### src/rtl/popcount_mac_ctrl.sv
// ---------------------------------------------------------------------------
// popcount_mac_ctrl
//
// Sequencer for the 16-lane popcount datapath in bit-serial dot-product mode.
// Each operation requests IN_BITS bit-planes from the array, MSB plane first.
// Every plane is reduced to a 0..16 popcount, and the counts are combined by
// shift-add into a dot product. When SIGNED=1 the MSB plane carries negative
// weight, so the result is two's complement. A single-cycle done pulse marks
// a new result.
//
// Parameters
//   IN_BITS : bit-planes per operation (1..8)
//   ACC_W   : accumulator / result width (>= IN_BITS+5, so it cannot overflow)
//   SIGNED  : 1 = MSB plane is subtracted (two's-complement activations)
//
// Ports
//   clk        : clock; all state updates on the rising edge
//   rst        : synchronous active-high reset
//   start      : begin an operation (only looked at while idle)
//   busy       : high from the first request cycle through the done cycle
//   plane_req  : request for bit-plane plane_idx
//   plane_idx  : index of the plane being requested (IN_BITS-1 down to 0)
//   plane_vld  : plane_data valid; a transfer happens on plane_req & plane_vld
//   plane_data : 16-lane bit-plane (activation bit AND weight per lane)
//   done       : one-cycle pulse, result is valid
//   result     : dot product, held until the next operation completes
// ---------------------------------------------------------------------------
module popcount_mac_ctrl #(
    parameter int IN_BITS = 4,
    parameter int ACC_W   = 12,
    parameter int SIGNED  = 0
) (
    input  logic             clk,
    input  logic             rst,
    input  logic             start,
    output logic             busy,
    output logic             plane_req,
    output logic [2:0]       plane_idx,
    input  logic             plane_vld,
    input  logic [15:0]      plane_data,
    output logic             done,
    output logic [ACC_W-1:0] result
);

    typedef enum logic [1:0] {
        IDLE = 2'd0,
        REQ  = 2'd1,
        ACC  = 2'd2,
        DONE = 2'd3
    } state_t;

    localparam logic [2:0] TOP_IDX = 3'(IN_BITS - 1);

    state_t           state_q;
    logic [2:0]       idx_q;
    logic [ACC_W-1:0] acc_q;
    logic [ACC_W-1:0] acc_d;
    logic [4:0]       pc_q;
    logic [ACC_W-1:0] pc_ext;
    logic             busy_q;
    logic             req_q;
    logic [2:0]       pidx_q;
    logic             done_q;
    logic [ACC_W-1:0] result_q;

    // Full 5-bit count: 16 set lanes must give 16, not wrap to 0.
    function automatic logic [4:0] popcount16(input logic [15:0] d);
        logic [4:0] cnt;
        cnt = '0;
        for (int i = 0; i < 16; i++) begin
            cnt = cnt + 5'(d[i]);
        end
        return cnt;
    endfunction

    // Shift-add step. The first (MSB) plane seeds the accumulator, negated
    // when the MSB carries negative weight; later planes double what is
    // there and add their count. Depends only on registered state, so
    // plane_vld has no path to any output.
    always_comb begin
        pc_ext = {{(ACC_W-5){1'b0}}, pc_q};
        acc_d  = '0;
        if (idx_q == TOP_IDX) begin
            if (SIGNED != 0) begin
                acc_d = -pc_ext;
            end else begin
                acc_d = pc_ext;
            end
        end else begin
            acc_d = (acc_q << 1) + pc_ext;
        end
    end

    // Controller: all outputs are registered and updated together with the
    // state so that they line up with the state they describe.
    always_ff @(posedge clk) begin
        if (rst) begin
            state_q  <= IDLE;
            idx_q    <= '0;
            acc_q    <= '0;
            pc_q     <= '0;
            busy_q   <= 1'b0;
            req_q    <= 1'b0;
            pidx_q   <= '0;
            done_q   <= 1'b0;
            result_q <= '0;
        end else begin
            case (state_q)
                IDLE: begin
                    done_q <= 1'b0;
                    if (start) begin
                        state_q <= REQ;
                        idx_q   <= TOP_IDX;
                        acc_q   <= '0;
                        busy_q  <= 1'b1;
                        req_q   <= 1'b1;
                        pidx_q  <= TOP_IDX;
                    end
                end

                REQ: begin
                    // plane_req is high throughout REQ, so plane_vld alone
                    // completes the handshake; plane_idx stays put while waiting.
                    if (plane_vld) begin
                        pc_q    <= popcount16(plane_data);
                        req_q   <= 1'b0;
                        state_q <= ACC;
                    end
                end

                ACC: begin
                    acc_q <= acc_d;
                    if (idx_q == 3'd0) begin
                        result_q <= acc_d;
                        done_q   <= 1'b1;
                        state_q  <= DONE;
                    end else begin
                        idx_q   <= idx_q - 3'd1;
                        pidx_q  <= idx_q - 3'd1;
                        req_q   <= 1'b1;
                        state_q <= REQ;
                    end
                end

                DONE: begin
                    // start is deliberately not looked at here; the earliest
                    // new operation begins from the following IDLE cycle.
                    done_q  <= 1'b0;
                    busy_q  <= 1'b0;
                    state_q <= IDLE;
                end

                default: begin
                    state_q <= IDLE;
                end
            endcase
        end
    end

    assign busy      = busy_q;
    assign plane_req = req_q;
    assign plane_idx = pidx_q;
    assign done      = done_q;
    assign result    = result_q;

endmodule

### config.mk
export PLATFORM = sky130hd
export DESIGN_NAME = popcount_mac_ctrl
export DESIGN_NICKNAME = d
export VERILOG_FILES = /design/src/rtl/popcount_mac_ctrl.sv
export SDC_FILE = /design/constraint.sdc
export NUM_CORES = 1
export LEC_CHECK = 0
export CORE_MARGIN = 2
export CORE_UTILIZATION = 40
export CTS_CLUSTER_DIAMETER = 200
export DETAILED_ROUTE_END_ITERATION = 16
export PLACE_DENSITY = 0.66
export SYNTH_ARGS = -nofsm -noshare
export SYNTH_HDL_FRONTEND = slang
export SYNTH_SLANG_ARGS = --single-unit
export TNS_END_PERCENT = 50
### constraint.sdc
create_clock -name clk -period 4.4 [get_ports clk]
set_input_delay 0.88 -clock clk [delete_from_list [all_inputs] [get_ports clk]]
set_output_delay 0.88 -clock clk [all_outputs]
set_load 0.01 [all_outputs]
# Word level (Yosys, flattened, before mapping)

Index checks and enable logic that the tools add are counted.
W data, S select, Z words.

Register bits: 36
Output and inout port bits: 18
Word-level logic and storage cells: 65

Add/sub/neg operators: 17
Equality and inequality tests: 8
Multiplexer cells: 17
Reduce and logical (&&, ||, !) cells: 15

Operators by type and width:

| operator             | number |
|---|---|
| $add A5 B1 Y5        | 11 |
| $pmux W11 S2         | 1 |
| $add A12 B5 Y12      | 1 |
| $mux W12             | 1 |
| $reduce_and A2 Y1    | 6 |
| $mux W11             | 1 |
| $ne A2 B2 Y1 const B | 4 |
| $pmux W2 S4          | 1 |
| $mux W2              | 3 |
| $mux W3              | 2 |
| $pmux W3 S2          | 1 |
| $reduce_bool A2 Y1   | 3 |
| $add A4 B1 Y5        | 1 |
| $add A3 B1 Y4        | 1 |
| $eq A2 B2 Y1 const B | 2 |
| $mux W1              | 4 |
| $pmux W1 S2          | 2 |
| $reduce_and A4 Y1    | 1 |
| $add A2 B1 Y3        | 1 |
| $eq A3 B2 Y1 const B | 1 |
| $logic_not A3 Y1     | 1 |
| $pmux W1 S3          | 1 |
| $reduce_and A3 Y1    | 1 |
| $reduce_bool A3 Y1   | 1 |
| 5 further kinds      | 5 |

# Depth between registers and ports, before layout

Gate-level depths: netlist of the first run.

Depth after elaboration: 15
Mapped depth: 14

# Least setup slack after synthesis of the first run

No wires, ideal clock.

Kind: input-to-reg
Start point: in plane_data[0]
End point: reg pc_q[2]
Library setup time: 0.128 ns
Arrival: 3.786 ns
Required time: 4.272 ns
Setup slack: 0.486 ns
Cell stages on the path: 13
Cells stage by stage: inv_1 fa_1 fa_1 fa_1 fa_1 inv_1 ha_1 inv_1 fa_1 nor2b_1 nor3_1 a21oi_1 nor2_1

Cells in the longest elaborated chain, start to end: 15

RTL lines:

| item                         | line | text |
|---|---|---|
| start, declared              | 40   | `input logic [15:0] plane_data,` |
| $add A1 B1 Y2                | 71   | `cnt = cnt + 5'(d[i]);` |
| $add A2 B1 Y3                | 71   |  |
| $add A3 B1 Y4                | 71   |  |
| $add A4 B1 Y5                | 71   |  |
| $add A5 B1 Y5 (11 in series) | 71   |  |
| end signal, assigned         | 125  | `pc_q <= popcount16(plane_data);` |
| end, declared                | 58   | `logic [4:0] pc_q;` |

Every way passes these cells.
A chain may end at the register's enable or synchronous reset.

# Final worst setup path of the first run

Start point: in plane_data[5]
End point: reg pc_q[2]

Cells in the longest elaborated chain, start to end: 11

RTL lines:

| item                         | line |
|---|---|
| $add A5 B1 Y5 (11 in series) | 71 |

Every way passes these cells.

==> results.yml, run 1 <==
synth:
  ys_types: 40
  ys_seq_area_share_pct: 33.4
  synth_warnings: 0
  async_reset_ff_share_pct: 0
  yosys.area.top_type: "dfxtp_1"
  synth_flop_cell: "dfxtp_1"
  syn-num-nets: 292
  synth_edf_count: 0
  yosys-top-cells-area: "dfxtp_1 (33%), fa_1 (10%), ha_1 (9.3%)"
  avgSynthCellArea_um2: 8.81
  synth_top_area_share_pct: 33.4
  netlist_area_mm2: 0.00216
  synthCells: 245
  ys_seq_elements: 36
critical_path:
  crit_top_cell: "fa_1"
  critical_path.slowest_cell: "fa_1"
  reg2regPathDepth: 5
  worst-path-max-fanout: 2
  arrival_ns: 4.35
  slowest_delay_ns: 0.56
  startpoint_type: "primary input"
  required_ns: 4.53
  path_cells: "clkdlybuf4s50_1, inv_1, fa_1, fa_1, fa_1, fa_1, inv_1, ha_1, inv_1, fa_1, nor2b_2, nor3_1, a21oi_1, nor2_1"
  path_class: "in -> reg"
  r2r-start: "state_q[0]"
  critPathCaptureType: "flip-flop"
  r2r_end: "result[5]"
  r2r_slack_ns: 2.33
final_layout:
  final_nets: 329
  final_common_cell: "clkdlybuf4s50_1"
  diodes: 0
  layout.area.seq_um2: 721
  final_cell_mix: "clkdlybuf4s50_1 (37), dfxtp_1 (36), inv_1 (32), nand2_1 (25), nor2_1 (24)"
  multi_input_area_mm2: 0.00124
  syn2layout_area_growth_pct: 23.1
  final_area_mm2: 0.00266
  fill_cells: 489
  drive_above_1_share_pct: 5.30
floorplanning:
  initial_core_util_pct: 41.7
  fp-row-count: 26
  dieArea_mm2: 0.00600
  core_mm2: 0.00517
  ioPinCount: 38
  die_height_um: 77.5
  die_w_um: 77.5
timing:
  drv_slew: 0
  finalCritPeriodShare_pct: 95.9
  timing.fmax_mhz: 237
  hold_violations: 0
  setup_violations: 0
  maxSlewHeadroom_pct: 37.0
  setup_ws_ns: 0.181
  period_minus_slack_ns: 4.22
  tightest_slew_ns: 0.943
  rsz0062_at_grt: "false"
  skew_ns: 0.00283
clocking:
  post_cts_buffers: 0
  cts_sinks: 36
  hold_buffers: 0
  clkLatencyLatePin_ns: 0.28
  clockBufferDepth: 2
  cts_root_buffer: "clkbuf_8"
  numCtsBuffers: 5
  ctsResizeCount: 0
  cts_max_level: 2
  cts_tree: "built"
  clkSlewWorstSetupHoldPaths_ns: 0.07
worst_hold_path:
  min_path_cells: 2
  hold_start: "result[7]"
  hp-class: "reg -> reg"
  hold_end: "result[7]"
route:
  drtAntennaViolNets: 0
  first_pass_iters: 4
  drc_errors: 0
  avgRoutedWirePerCell_um: 11.2
  vias: 1705
  via_per_inst: 4.83
  finalWirelength_um: 3960
  first_iter_violations: 75
pwr:
  powerDensity_mw_per_mm2: 407
  p_total_mw: 1.08
  peakVddDrop_v: 0.000289
  power_leakage_nw: 1.10
placement:
  hpwlAfterDp_um: 3160
  place_congestion: 0.827
  dp_slack_ns: -0.144
  portBuffers: 37
  post_dp_cell_area_mm2: 0.00256
global_routing:
  overflow: 0
  antenna_found_initial: 0
  grt_pass1_vias: 1719
  track_usage_pct: 14.8
  grt_pass1_wl_um: 7360
  grt_max_degree: 26
flow_run:
  max-cap-violations: 0
run_status:
  status: "completed"
[state kept, by name, summed over array words and instances (netlist names)]
| signal | flops |
|---|---|
| plane_idx | 3 |
| plane_req | 1 |
| state_q | 2 |
| busy | 1 |
| done | 1 |
| acc_q | 11 |
| pc_q | 5 |
| result | 12 |
[through the flow]
stage,util (%),setup TNS (ns),cells,hold slack [ns]
2_1_floorplan,-,0,245,0.443
3_3_place_gp,49.6,-0.135,345,0.432
3_5_place_dp,49.6,-0.354,345,0.437
4_1_cts,51.3,0,353,0.447
5_1_grt,51.4,0,353,0.471
6_report,51.4,0,353,0.444
[worst max-delay path: cells and delay by family]
kind | cells | cell delay [ns]
AOI/OAI and AO/OA | 1 | 0.12
adders and majority gates | 6 | 2.49
buffers and inverters | 4 | 0.61
and+or+nand+nor | 3 | 0.26
[power breakdown]
part / leakage, nW / switching, mW / internal (mW)
sequential: 0.292 / 0.0267 / 0.358
combinational: 0.763 / 0.230 / 0.227
clock: 0.0455 / 0.111 / 0.128
total: 1.10 / 0.368 / 0.713
[metal layers]
layer	GRT usage [%]	share of wire (%)	vias to the layer above
met3	3.14	3.0	7
li1	-	-	875
met4	3.21	1.0	0
met1	18.9	50	794
met2	25.7	46	29
met5	0	0	-
[layout make-up]
class | count | area share (%)
Multi-Input combinational cell | 167 | 46.6
Tap cell | 70 | 3.30
Timing Repair Buffer | 38 | 14.2
Inverter | 34 | 5.32
Clock buffer | 8 | 3.39
Sequential cell | 36 | 27.1
[cells in the mapped netlist, drive strengths merged (5+ instances only)]
| cell type | instances |
|---|---|
| dfxtp | 36 |
| inv | 32 |
| nand2 | 25 |
| nor2 | 25 |
| o21ai | 19 |
| ha | 16 |
| a21oi | 11 |
| fa | 11 |
| a211oi | 10 |
| buf | 7 |
| nor2b | 7 |
| xor2 | 5 |
[kinds of logic (layout without fill, tap and decap cells)]
family / count (synthesis) / count (layout) / share of synthesized area [%]
xor gates and xnor gates: 9 / 9 / 3.65
AOI/OAI and AO/OA: 54 / 54 / 15.6
muxes: 4 / 4 / 1.86
adders and majority gates: 27 / 27 / 19.5
and+or+nand+nor: 73 / 73 / 16.7
DFF: 36 / 36 / 33.4
buffers and inverters: 42 / 80 / 9.33
[worst max path at each step]
stage / from / end
final: plane_data[5] / pc_q[2]
after CTS: plane_data[0] / pc_q[2]
after global routing: plane_data[5] / pc_q[2]
after detailed placement: plane_data[0] / pc_q[2]
after floorplan: plane_data[0] / pc_q[2]
after global placement: plane_data[0] / pc_q[2]
(Power assumes the default switching activity.)
==> run 2: changes to the inputs <==
--- a/config.mk
+++ b/config.mk
@@ -5,10 +5,12 @@
 export SDC_FILE = /design/constraint.sdc
 export NUM_CORES = 1
 export LEC_CHECK = 0
+export ABC_AREA = 1
 export CORE_MARGIN = 2
 export CORE_UTILIZATION = 40
 export CTS_CLUSTER_DIAMETER = 200
 export DETAILED_ROUTE_END_ITERATION = 16
+export GPL_TIMING_DRIVEN = 0
 export PLACE_DENSITY = 0.66
 export SYNTH_ARGS = -nofsm -noshare
 export SYNTH_HDL_FRONTEND = slang
==> run 2 against run 1 <==
  * Global-route usage rose by 2.6 points
  * Synthesized cell count grew 22%
  * First-iteration DRC count up 51%
  * Clock skew up 0.0040 ns
  * Largest power group unchanged
  * Via count is 19% higher
  * Non-clock buffer count rose by 7
  * Synthesized area rose by 8.4%
  * Wire length rose by 27%
  * Critical path depth shrank 1
  * Clock power up 5%
  * Clock-buffer cell count down 2
==> results.yml, run 2 <==
critical_path:
  critPathCaptureType: "flip-flop"
  arrival_ns: 4.36
  crit_top_cell: "fa_1"
  path_class: "in -> reg"
  reg2regPathDepth: 10
  path_cells: "clkdlybuf4s50_1, inv_1, fa_1, fa_1, fa_1, fa_1, inv_1, ha_1, a21o_1, a21oi_1, xor2_1, nand2_1, a21oi_1"
  slowest_delay_ns: 0.56
  r2r-start: "pc_q[1]"
  worst-path-max-fanout: 2
  critical_path.slowest_cell: "fa_1"
  r2r_end: "acc_q[9]"
  required_ns: 4.62
  startpoint_type: "primary input"
  r2r_slack_ns: 2.36
synth:
  ys_types: 40
  synth_warnings: 0
  ys_seq_area_share_pct: 30.8
  syn-num-nets: 345
  synthCells: 298
  async_reset_ff_share_pct: 0
  synth_flop_cell: "dfxtp_1"
  avgSynthCellArea_um2: 7.85
  yosys-top-cells-area: "dfxtp_1 (31%), fa_1 (9.4%), inv_1 (8.8%)"
  synth_top_area_share_pct: 30.8
  yosys.area.top_type: "dfxtp_1"
  synth_common_cells: "inv_1 (55), nand2_1 (44), dfxtp_1 (36)"
  synth_most_common_cell: "inv_1"
  netlist_area_mm2: 0.00234
  synth_edf_count: 0
  ys_seq_elements: 36
route:
  via_per_inst: 4.88
  vias: 2027
  finalWirelength_um: 5020
  avgRoutedWirePerCell_um: 12.1
  first_iter_violations: 113
  drc_errors: 0
  first_pass_iters: 4
  drtAntennaViolNets: 0
timing:
  maxSlewHeadroom_pct: 57.7
  hold_violations: 0
  hold_slack_ns: 0.469
  setup_violations: 0
  timing.fmax_mhz: 242
  skew_ns: 0.00685
  rsz0062_at_grt: "false"
  period_minus_slack_ns: 4.14
  drv_slew: 0
  finalCritPeriodShare_pct: 94.0
  setup_ws_ns: 0.263
  tightest_slew_ns: 0.634
final_layout:
  diodes: 0
  stdcell_count: 415
  final_cell_mix: "inv_1 (55), nand2_1 (44), clkdlybuf4s50_1 (37), dfxtp_1 (36), a21oi_1 (28)"
  largest_register_ffs: 12
  final_common_cell: "inv_1"
  final_area_mm2: 0.00289
  drive_above_1_share_pct: 11.4
  final_nets: 389
  syn2layout_area_growth_pct: 23.6
placement:
  post_dp_cell_area_mm2: 0.00280
  place_congestion: 0.879
  hpwlAfterDp_um: 3910
  portBuffers: 37
  placed_cells: 407
  dp_slack_ns: -0.0892
flow_run:
  max-cap-violations: 0
floorplanning:
  fp-row-count: 27
  initial_core_util_pct: 42.0
  die_height_um: 80.5
  ioPinCount: 38
  die_w_um: 80.5
  core_mm2: 0.00557
  dieArea_mm2: 0.00648
global_routing:
  overflow: 0
  grt_pass1_wl_um: 8760
  antenna_found_initial: 0
  grt_max_degree: 12
  grt_pass1_vias: 1930
  track_usage_pct: 17.4
worst_hold_path:
  hold_end: "result[11]"
  min_path_cells: 2
  hold_start: "result[11]"
  hp-class: "reg -> reg"
pwr:
  p_total_mw: 1.30
  powerDensity_mw_per_mm2: 449
  seqPwrFrac_pct: 32.3
  power_switching_mw: 0.518
  power.internal_mw: 0.780
  power_leakage_nw: 1.29
  p_comb_share_pct: 48.4
  peakVddDrop_v: 0.000255
  p_sw_share_pct: 39.9
  power_frac_clock_pct: 19.3
clocking:
  cts_sinks: 36
  clockBufferDepth: 2
  post_cts_buffers: 0
  clkLatencyLatePin_ns: 0.30
  ctsResizeCount: 0
  cts_max_level: 2
  clkSlewWorstSetupHoldPaths_ns: 0.08
  numCtsBuffers: 5
  hold_buffers: 0
  cts_tree: "built"
  cts_root_buffer: "clkbuf_8"
run_status:
  status: "completed"
## run 2: layout make-up
class / instances / area [um^2]
plain buffers: 8 / 61.3
fillers: 551 / 2680
repair buffers: 37 / 370
multi-input cells: 195 / 1340
clock buffers: 6 / 82.6
flip-flops and latches: 36 / 721
clock inverters: 2 / 10.0
well taps: 72 / 90.1
inverters: 59 / 221
## run 2: how the worst max path moves through the flow
stage / start / endpoint / cells after the start
2_1_floorplan: plane_data[0] / pc_q[3] / 12
6_report: plane_data[0] / pc_q[3] / 13
3_3_place_gp: plane_data[0] / pc_q[3] / 13
3_5_place_dp: plane_data[0] / pc_q[3] / 13
5_1_grt: plane_data[0] / pc_q[3] / 13
4_1_cts: plane_data[0] / pc_q[3] / 13
## run 2: metrics by stage
stage                     setup TNS, ns  utilization [%]
after floorplan                       0                -
after global placement           -0.111             50.2
final                                 0             51.9
after CTS                             0             51.9
after detailed placement         -0.161             50.2
after global routing                  0             51.9
## run 2: layer usage
metal / global-route usage [%] / routed length [um] / up-vias
li1: - / - / 1050
met1: 22.7 / 2350 / 935
met2: 28.7 / 2460 / 36
met3: 3.71 / 153 / 6
met4: 5.42 / 59 / 0
met5: 0 / 0 / -
## run 2: critical path, delay by kind of cell
| family | cells | cell delay [ns] |
|---|---|---|
| and+or+nand+nor | 1 | 0.06 |
| buffers and inverters | 3 | 0.55 |
| AOI/OAI and AO/OA | 3 | 0.41 |
| adders and majority gates | 5 | 2.28 |
| xor gates and xnor gates | 1 | 0.16 |
## run 2: cell families after synthesis
logic type	count (synthesis)	synth area share, %
simple gates	104	23.1
buf+inv	67	12.1
compound gates	61	14.9
flops	36	30.8
fa+ha+maj	27	18.0
xor+xnor	2	0.749
mux	1	0.428
## run 2: power by group through the flow
stage          Clock (mW)  Combinational (mW)  Sequential, mW
2_1_floorplan           0               0.428           0.437
3_3_place_gp            0               0.627           0.425
5_1_grt             0.268               0.719           0.426
3_5_place_dp            0               0.637           0.426
4_1_cts             0.254               0.639           0.419
6_report            0.250               0.629           0.419
